File: src/rtl/latch32_pkg.sv
// Shared definitions for the 32-bit N-way write-side register bank:
// FSM state encoding, byte-lane geometry and the one-hot address decoder.
package latch32_pkg;

  localparam int BYTE_W = 8;
  localparam int LANES  = 4;
  localparam int REG_W  = BYTE_W * LANES;

  typedef enum logic [1:0] {
    IDLE   = 2'd0,
    DECODE = 2'd1,
    WRITE  = 2'd2
  } state_e;

  // One-hot decode of addr over n registers; out-of-range addresses decode to
  // all zeros so no register can be strobed by a bad address.
  function automatic logic [31:0] onehot_dec(input int unsigned addr,
                                             input int unsigned n);
    logic [31:0] res;
    res = '0;
    if ((addr < n) && (addr < 32)) begin
      res = 32'd1 << addr;
    end
    return res;
  endfunction

endpackage

File: src/rtl/_reg32_be.sv
// One 32-bit holding register with load strobe and per-byte-lane enables.
// Asynchronous active-low clear to zero.
module _reg32_be
  import latch32_pkg::*;
(
  input  logic              clk,
  input  logic              rst_n,
  input  logic              load,
  input  logic [LANES-1:0]  be,
  input  logic [REG_W-1:0]  d,
  output logic [REG_W-1:0]  q
);

  // Load only the enabled byte lanes when strobed; all other lanes hold.
  always_ff @(posedge clk or negedge rst_n) begin
    if (!rst_n) begin
      q <= '0;
    end else if (load) begin
      for (int j = 0; j < LANES; j++) begin
        if (be[j]) begin
          q[j*BYTE_W +: BYTE_W] <= d[j*BYTE_W +: BYTE_W];
        end
      end
    end
  end

endmodule

File: src/rtl/_latch32ton.sv
// Write-side bank of N 32-bit registers. A request (addr, data, byte enables)
// is accepted in IDLE, its address is decoded in DECODE into a one-hot load
// strobe, and the selected register's enabled lanes load at the end of WRITE.
// done (and err for an out-of-range address) pulses for one cycle afterwards.
// All registers are exposed as one flat vector, register i at q[i*32 +: 32].
//
// Build option: define LATCH32_R0_ZERO_EN to hardwire register 0 to zero
// (writes to address 0 still strobe sel[0] and pulse done, but change nothing).
module _latch32ton
  import latch32_pkg::*;
#(
  parameter int N  = 8,
  localparam int AW = $clog2(N)
) (
  input  logic             clk,
  input  logic             rst_n,
  input  logic             in_valid,
  output logic             in_ready,
  input  logic [AW-1:0]    in_addr,
  input  logic [31:0]      in_data,
  input  logic [3:0]       in_be,
  output logic [N-1:0]     sel,
  output logic [32*N-1:0]  q,
  output logic             done,
  output logic             err,
  output logic [1:0]       dbg_state
);

`ifdef LATCH32_R0_ZERO_EN
  localparam bit R0_ZERO = 1'b1;
`else
  localparam bit R0_ZERO = 1'b0;
`endif

  // Handshake: a request transfers on a rising edge where in_valid and
  // in_ready are both high. in_ready is high only in IDLE; requests presented
  // while it is low are neither accepted nor queued, so the requester holds
  // them until a transfer edge. Held request fields change only on transfer.

  state_e              state;
  logic [AW-1:0]       addr_q;
  logic [REG_W-1:0]    data_q;
  logic [LANES-1:0]    be_q;
  logic [N-1:0]        sel_q;
  logic                err_flag;

  // Sequence each request through capture, decode and load, with registered
  // in_ready/sel/done/err so all outputs are glitch-free.
  always_ff @(posedge clk or negedge rst_n) begin
    if (!rst_n) begin
      state    <= IDLE;
      in_ready <= 1'b1;
      addr_q   <= '0;
      data_q   <= '0;
      be_q     <= '0;
      sel_q    <= '0;
      err_flag <= 1'b0;
      done     <= 1'b0;
      err      <= 1'b0;
    end else begin
      done <= 1'b0;
      err  <= 1'b0;
      case (state)
        IDLE: begin
          if (in_valid && in_ready) begin
            addr_q   <= in_addr;
            data_q   <= in_data;
            be_q     <= in_be;
            in_ready <= 1'b0;
            state    <= DECODE;
          end
        end
        DECODE: begin
          sel_q    <= N'(onehot_dec(32'(addr_q), N));
          err_flag <= (32'(addr_q) >= 32'(N));
          state    <= WRITE;
        end
        WRITE: begin
          // The selected register loads on this same edge from sel_q/be_q.
          sel_q    <= '0;
          done     <= 1'b1;
          err      <= err_flag;
          in_ready <= 1'b1;
          state    <= IDLE;
        end
        default: begin
          sel_q    <= '0;
          in_ready <= 1'b1;
          state    <= IDLE;
        end
      endcase
    end
  end

  // sel_q is non-zero only while in WRITE, so it doubles as the load strobe.
  assign sel       = sel_q;
  assign dbg_state = state;

  for (genvar i = 0; i < N; i++) begin : g_reg
    if (R0_ZERO && (i == 0)) begin : g_zero
      assign q[i*REG_W +: REG_W] = '0;
    end else begin : g_bank
      _reg32_be u_reg (
        .clk   (clk),
        .rst_n (rst_n),
        .load  (sel_q[i]),
        .be    (be_q),
        .d     (data_q),
        .q     (q[i*REG_W +: REG_W])
      );
    end
  end

endmodule

File: config.mk
export PLATFORM = sky130hd
export DESIGN_NAME = _latch32ton
export DESIGN_NICKNAME = d
export VERILOG_FILES = /design/src/rtl/latch32_pkg.sv /design/src/rtl/_reg32_be.sv /design/src/rtl/_latch32ton.sv
export SDC_FILE = /design/constraint.sdc
export NUM_CORES = 1
export LEC_CHECK = 0
export CORE_MARGIN = 5
export CORE_UTILIZATION = 49
export DETAILED_ROUTE_END_ITERATION = 10
export PLACE_DENSITY = 0.81
export SYNTH_ARGS = -nofsm -noshare
export SYNTH_HDL_FRONTEND = slang
export SYNTH_SLANG_ARGS = --single-unit
File: constraint.sdc
create_clock -name clk -period 1.75 [get_ports clk]
set_input_delay 0.35 -clock clk [delete_from_list [all_inputs] [get_ports clk]]
set_output_delay 0.35 -clock clk [all_outputs]
set_load 0.05 [all_outputs]
Yosys cells after proc, flatten, opt, wreduce, memory -nomap -nowiden
Index checks and enable logic that the tools add are counted.
Widths: inputs -> output; s select.
{"block": "word_totals", "register_bits": 307, "latch_bits": 0, "mem_bits_rw": 0, "mem_bits_ro": 0, "input_bits": 42, "output_inout_bits": 269, "word_cells": 86, "mem_count": 0}
{"block": "op_classes", "addsub": 0, "mul": 0, "div_mod_pow": 0, "n_lt_le_gt_ge": 0, "n_eq_ne": 3, "shifts": 1, "muxes": 6, "n_bitwise": 1, "n_reduce_logical": 36}
{"op": "$reduce_and 2->1", "count": 34}
{"op": "$pmux 8 s2", "count": 1}
{"op": "$shl 1x3->8 const A", "count": 1}
{"op": "$pmux 2 s2", "count": 1}
{"op": "$eq 2x1->1 const B", "count": 1}
{"op": "$eq 2x2->1 const B", "count": 1}
{"op": "$logic_not 2->1", "count": 1}
{"op": "$mux 1", "count": 2}
{"op": "$mux 2", "count": 1}
{"op": "$ne 2x2->1 const B", "count": 1}
{"op": "$pmux 1 s2", "count": 1}
{"op": "$logic_and 1x1->1", "count": 1}
{"op": "$not 1->1", "count": 1}

Depth between registers and ports, before layout
{"block": "depth", "depth_word": 3, "depth_mapped": 4, "ltp_nobuf": 2}

Modules after synthesis
A second synthesis with hierarchy kept.
{"block": "unflattened", "cells_unflattened": 672, "hier_area_um2": 11668.7}
{"mod": "_reg32_be", "n_inst": 8, "cells_per_inst": 68, "area_each_um2": 1186.1, "seq_area_each_um2": 800.8}
{"mod": "_latch32ton", "n_inst": 1, "cells_per_inst": 128, "area_each_um2": 2179.6, "seq_area_each_um2": 1277.5}

Worst setup path after synthesis
Ideal clock, no wire load.
{"block": "synth_timing", "kind": "register to register", "from": "register state[0] (netlist: dbg_state[0])", "to": "register addr_q[0]", "setup_ns": 0.125, "t_arrival_ns": 1.500, "t_required_ns": 1.625, "path_slack_ns": 0.125, "stages_incl_launch_ff": 4, "path_buffers": 1, "period_less_slack_ns": 1.625, "cell_sequence": "dfrtp_1 > and4bb_4 > buf_12 > mux2_4"}
{"block": "synth_via", "elab_chain_len": 2}
{"element": "start, declared", "line": "_latch32ton.sv:40", "rtl": "state_e state;"}
{"element": "start signal, assigned", "line": "_latch32ton.sv:51", "rtl": "state <= IDLE;"}
{"element": "start signal, assigned", "line": "_latch32ton.sv:70", "rtl": "state <= DECODE;"}
{"element": "start signal, assigned", "line": "_latch32ton.sv:76", "rtl": "state <= WRITE;"}
{"element": "$logic_not 2->1", "line": "_latch32ton.sv:63", "rtl": "case (state)"}
{"element": "$reduce_and 2->1 (no line)"}
{"element": "end signal, assigned", "line": "_latch32ton.sv:66", "rtl": "addr_q <= in_addr;"}
{"element": "end, declared", "line": "_latch32ton.sv:41", "rtl": "logic [AW-1:0] addr_q;"}
Every way passes these cells.
A chain may end at the register's enable or synchronous reset.

Final worst setup path
{"block": "layout_timing", "from": "register sel_q[1] (netlist: sel[1])", "to": "output sel[1]"}
{"element": "start, declared", "line": "_latch32ton.sv:44", "rtl": "logic [N-1:0] sel_q;"}
{"element": "start signal, assigned", "line": "_latch32ton.sv:74", "rtl": "sel_q <= N'(onehot_dec(32'(addr_q), N));"}
{"element": "end, declared", "line": "_latch32ton.sv:22", "rtl": "output logic [N-1:0] sel,"}
No word-level cell between the ends.

==> run metrics <==
Gate Count Post-Synth=692; I/O pins=311; RSZ-0062 raised after global routing=no; FP Rows=56; Final Slew Violations=0; DRC viols=0; Leak=8.47 nW; initial antenna violation count=2; Peak VDD IR=0.770 mV; CP Class=flop to output port; post-CTS sizing=0; DR vias=7,048; Max clock buf depth=3; Initial Utilization=50.0%; number of synthesized register bits=307; Critical Path RT=1.40 ns; # placed instances=1,304; global route total overflow=0; Fmax=587 MHz; Core Box Area=23,600 µm²; Worst Hold Class=primary input to asynchronous set/reset pin; gpl congestion=0.769; Mean Syn Cell Area=17.0 µm²; Post-Synth Simple-Gate Area=3.07%; dpl ws=-0.0404 ns; Final Non-Filler Cells=1,367; period utilization=97.3%; most frequent cells in the layout=dfrtp_1, buf_4, mux2_2; commonest non-fill, non-tap cell in the layout=dfrtp_1; DP HPWL=20.9 mm; CTS tree=yes; Seq/Total Area, Yosys=65.1%; outcome=complete, no violations; Setup WS post-layout=0.0469 ns; Pwr Density=891 nW/µm²; buffers added on ports=309; Die Span Y=165 µm; nets@finish=1,064; Post-Syn Nets=734; CP max-delay cell=dfrtp_1; ANT cells=0; Critical path buffers and inverters=1; Critical Path, Cell by Cell=buf_12; Layout area overhead=34.0%; first-pass GRT wire length=45.7 mm; fraction of layout cells with a size suffix above 1=57.4%; Syn. warnings=0; Total Die Area=27,300 µm²; mux cell area share after synthesis=29.4%; Root Driver=clkbuf_16; vias per cell=5.16; Crit Path Max Fanout=6; delay-heaviest family, CP=flip-flops; Final Util=66.9%; largest family of logic cells by synthesized area=multiplexers; Setup Viol. Count Final=0; Post-Synth XOR/XNOR Area=0%; CTS Sinks=307; Die X-Extent=165 µm; Global Route Usage Sum=22.0%; Total Routed Length=29.8 mm; PnR Total Power=14.1 mW; Worst-Skew Late Latency=0.52 ns; Worst EP arrival=1.35 ns; slowest cell delay on critical path=0.63 ns; clk_skew=0.0287 ns; Critical Path Start Type=flop; Initial DRT Pass Iterations=4; post-synthesis compound-gate area fraction=0.403%; cts bufs inserted=34; vias in the first global route=7,636; CTS H-Tree Depth=2; Tmin final=1.70 ns; Post-Synth Adder-Cell Area=0%; antenna viol nets, final=0; Synth cell types=20; max cap viols=0; Netlist Area Pre-Place=11,800 µm²; largest net degree at the start of global routing=59; endpoints failing hold=0; Reg clk slew, reported paths=0.06 ns; Critical Path End Type=output port; WL/cell=21.8 µm; Iteration-0 DRC Markers=303
metrics by stage:
| stage | setup TNS (ns) | area, µm² | hold slack (ns) |
|---|---|---|---|
| 6_report | 0 | 15800 | 0.334 |
| 4_1_cts | 0 | 15800 | 0.326 |
| 3_5_place_dp | -0.738 | 14700 | 0.284 |
| 5_1_grt | 0 | 15800 | 0.369 |
| 2_1_floorplan | 0 | 11800 | 0.0544 |
| 3_3_place_gp | -0.497 | 14700 | 0.278 |
final cells by class:
class | instances | area [µm²]
clock buffers | 55 | 1000
clock inverters | 7 | 61.3
fillers | 1673 | 7810
multi-input cells | 357 | 3880
flip-flops and latches | 307 | 7680
well taps | 319 | 399
repair buffers | 322 | 2780
report_power, final:
part / internal, mW / switching [mW] / leakage [nW]
Sequential: 7.10 / 0 / 4.29
Clock: 3.94 / 2.77 / 0.518
Combinational: 0.113 / 0.166 / 3.67
flip-flops by register name, indices dropped and copies added (netlist names):
signal            count
g.g_bank.u_reg.q    256
data_q               32
sel                   8
be_q                  4
addr_q                3
dbg_state             2
done                  1
in_ready              1
cell usage after synthesis:
| library cell | instances | area share, % |
|---|---|---|
| a21oi_1 | 8 | 0.34 |
| mux2_2 | 200 | 19 |
| nand4b_1 | 3 | 0.22 |
| clkbuf_1 | 1 | 0.032 |
| and4bb_4 | 1 | 0.14 |
| or4b_1 | 1 | 0.085 |
| nand2_2 | 32 | 1.7 |
| nand4bb_1 | 3 | 0.29 |
| mux2_1 | 56 | 5.3 |
| nand2b_1 | 9 | 0.48 |
| buf_2 | 10 | 0.42 |
| mux2_4 | 39 | 5.0 |
| dfstp_2 | 1 | 0.22 |
| buf_12 | 4 | 0.68 |
| a21o_1 | 1 | 0.064 |
| nand4_1 | 1 | 0.053 |
| nor2b_1 | 2 | 0.11 |
| buf_4 | 13 | 0.83 |
| conb_1 | 1 | 0.032 |
| dfrtp_1 | 306 | 65 |
timing repair:
action | in CTS | in global routing
hold buffers | 1 | 0
endpoints found under the setup margin | 0 | 0
endpoints found under the hold margin | 33 | 0
setup buffers | 0 | 0
routing by layer:
layer	wire length (µm)	GRT usage [%]
met1	12100	28.5
met2	14600	36.2
met3	2480	7.02
met4	547	5.37
met5	27	0
cell families (layout without fill, tap and decap cells):
| family | Yosys count | after routing |
|---|---|---|
| flops | 307 | 307 |
| compound gates | 9 | 9 |
| simple gates | 52 | 52 |
| mux | 295 | 295 |
| other cells | 1 | 1 |
| buf+inv | 28 | 384 |
final timing paths:
path                       slack, ns                                    start  cells past startpoint                                       to
max                             0.05                       sel[1]$_DFFE_PN0P_                      1                                   sel[1]
min in group clk                0.44                               in_addr[0]                      2                    addr_q[0]$_DFFE_PN0P_
max reg2reg                     0.22                     in_ready$_DFFE_PN1P_                      3                   data_q[31]$_DFFE_PN0P_
max in group asynchronous       0.72                                    rst_n                      3                    data_q[5]$_DFFE_PN0P_
min reg2reg                     0.49  g_reg[4].g_bank.u_reg.q[31]$_DFFE_PN0P_                      1  g_reg[4].g_bank.u_reg.q[31]$_DFFE_PN0P_
min                             0.33                                    rst_n                      2  g_reg[0].g_bank.u_reg.q[16]$_DFFE_PN0P_
Power figures use the tool's default switching activity.
==> RTL change (config.mk and constraints unchanged) <==
`N`: 8 -> 16.
--- a/src/rtl/_latch32ton.sv
+++ b/src/rtl/_latch32ton.sv
@@ -9,7 +9,7 @@
 module _latch32ton
   import latch32_pkg::*;
 #(
-  parameter int N  = 8,
+  parameter int N  = 16,
   localparam int AW = $clog2(N)
 ) (
   input  logic             clk,
Ports: changed (resized in_addr, q and sel); port bits go from 311 to 576. The function was not compared with the original's and may differ.
==> RTL change against the original RTL <==
Clock skew is 0.0063 ns lower; wire length is 120% higher; register-to-register slack worse by 0.07 ns; sequential cell count is 265 higher; critical endpoint is now sel[6]; final area is 84% higher; worst setup slack better by 0.0094 ns; synthesized area is 84% higher.
Power is left out: the tool's default activity adds up to more than one toggle a clock period on the data nets, which glitch-free logic cannot reach.
==> RTL change: results (changes against the original RTL) <==
* CP Launch Point: sel[6] (was sel[1])
* Largest cells by area after synthesis: dfrtp_1, mux2_2, mux2_4 (was dfrtp_1, mux2_2, mux2_1)
* Vias per std cell at 5.37 (was 5.16)
* CTS Buf Count at 56 (was 34)
* Synth cell types at 24 (was 20)
* Max incr delay on CP at 0.56 ns (was 0.63 ns)
* Status: completed (unchanged)
* Largest net degree at the start of global routing at 73 (was 59)
* Post-Route M1 WL at 26000 um (was 12100 um)
* Initial antenna violation count at 8 (was 2)
* Post-layout nets at 1947 (was 1064)
* Hold buffers post-CTS at 1 (unchanged)
* Buffers on Ports at 574 (was 309)
* Post-synthesis mux area share at 29.2% (was 29.4%)
* GRT met1 Usage at 34.5% (was 28.5%)
* Number of post-CTS setup repair buffers at 16 (was 0)
* Vias in the first global route at 14500 (was 7636)
* First-pass GRT wire length at 97700 um (was 45700 um)
* Worst hold path class: in2async (unchanged)
* Routing usage on met3 at 8.58% (was 7.02%)
* Met2 wire length at 32700 um (was 14600 um)
* Clock latency on the worst-skew pair at 0.60 ns (was 0.52 ns)
* GRT Overall Usage at 27.0% (was 22.0%)
* Post-DP Area at 27000 um2 (was 14700 um2)
* Met3 wire length at 5700 um (was 2480 um)
* Drt first pass iters at 5 (was 4)
* Syn nets at 1348 (was 734)
* Max Clock Skew at 0.0224 ns (was 0.0287 ns)
* Post-synthesis compound-gate area fraction at 0.656% (was 0.403%)
* CTS resizes at 26 (was 0)
* Yosys warnings at 0 (unchanged)
* Gpl congestion at 0.833 (was 0.769)
* Mean routed wirelength per cell at 26.1 um (was 21.8 um)
* Crit-path slowest cell: dfrtp_2 (was dfrtp_1)
* Initial detailed-routing violation count at 878 (was 303)
* Reg-to-Reg End: be_q[0] (was data_q[31])
* M2 GR Usage at 44.4% (was 36.2%)
* Commonest cells in the netlist: dfrtp_1, mux2_2, clkbuf_1 (was dfrtp_1, mux2_2, mux2_1)
* R2R depth at 3 (unchanged)
* Reg-to-reg slack, setup at 0.15 ns (was 0.22 ns)
* Post-DP HPWL at 47000 um (was 20900 um)
* Layout cells sized above 1 at 65.9% (was 57.4%)
* Max capacitance violation total at 0 (unchanged)
* Critical path endpoint: sel[6] (was sel[1])
* Sequential area share after synthesis at 65.8% (was 65.1%)
* Max reg flops at 512 (was 256)
[RTL change: layout make-up]
type	instances	area [um2]
Timing Repair Buffer	623	5160
Tap cell	592	741
Sequential cell	572	14400
Multi-Input combinational cell	651	6970
Antenna cell	8	20.0
Clock buffer	82	1680
Fill cell	3098	14900
Clock inverter	20	183
[RTL change: stage by stage]
step                      setup slack (ns)  hold WS, ns  instances
after global placement              -0.138        0.248       2418
after detailed placement            -0.144        0.257       2418
after CTS                          -0.0277        0.223       2537
after floorplan                     0.0875       0.0544       1305
final                               0.0563        0.238       2548
after global routing                0.0172        0.243       2547
[RTL change: cell families (layout without fill, tap and decap cells)]
| kind of cell | Yosys count | after routing |
|---|---|---|
| buffers and inverters | 82 | 725 |
| multiplexers | 552 | 552 |
| AO/OA/AOI/OAI | 16 | 16 |
| other | 1 | 9 |
| flip-flops | 572 | 572 |
| AND/OR/NAND/NOR | 82 | 82 |
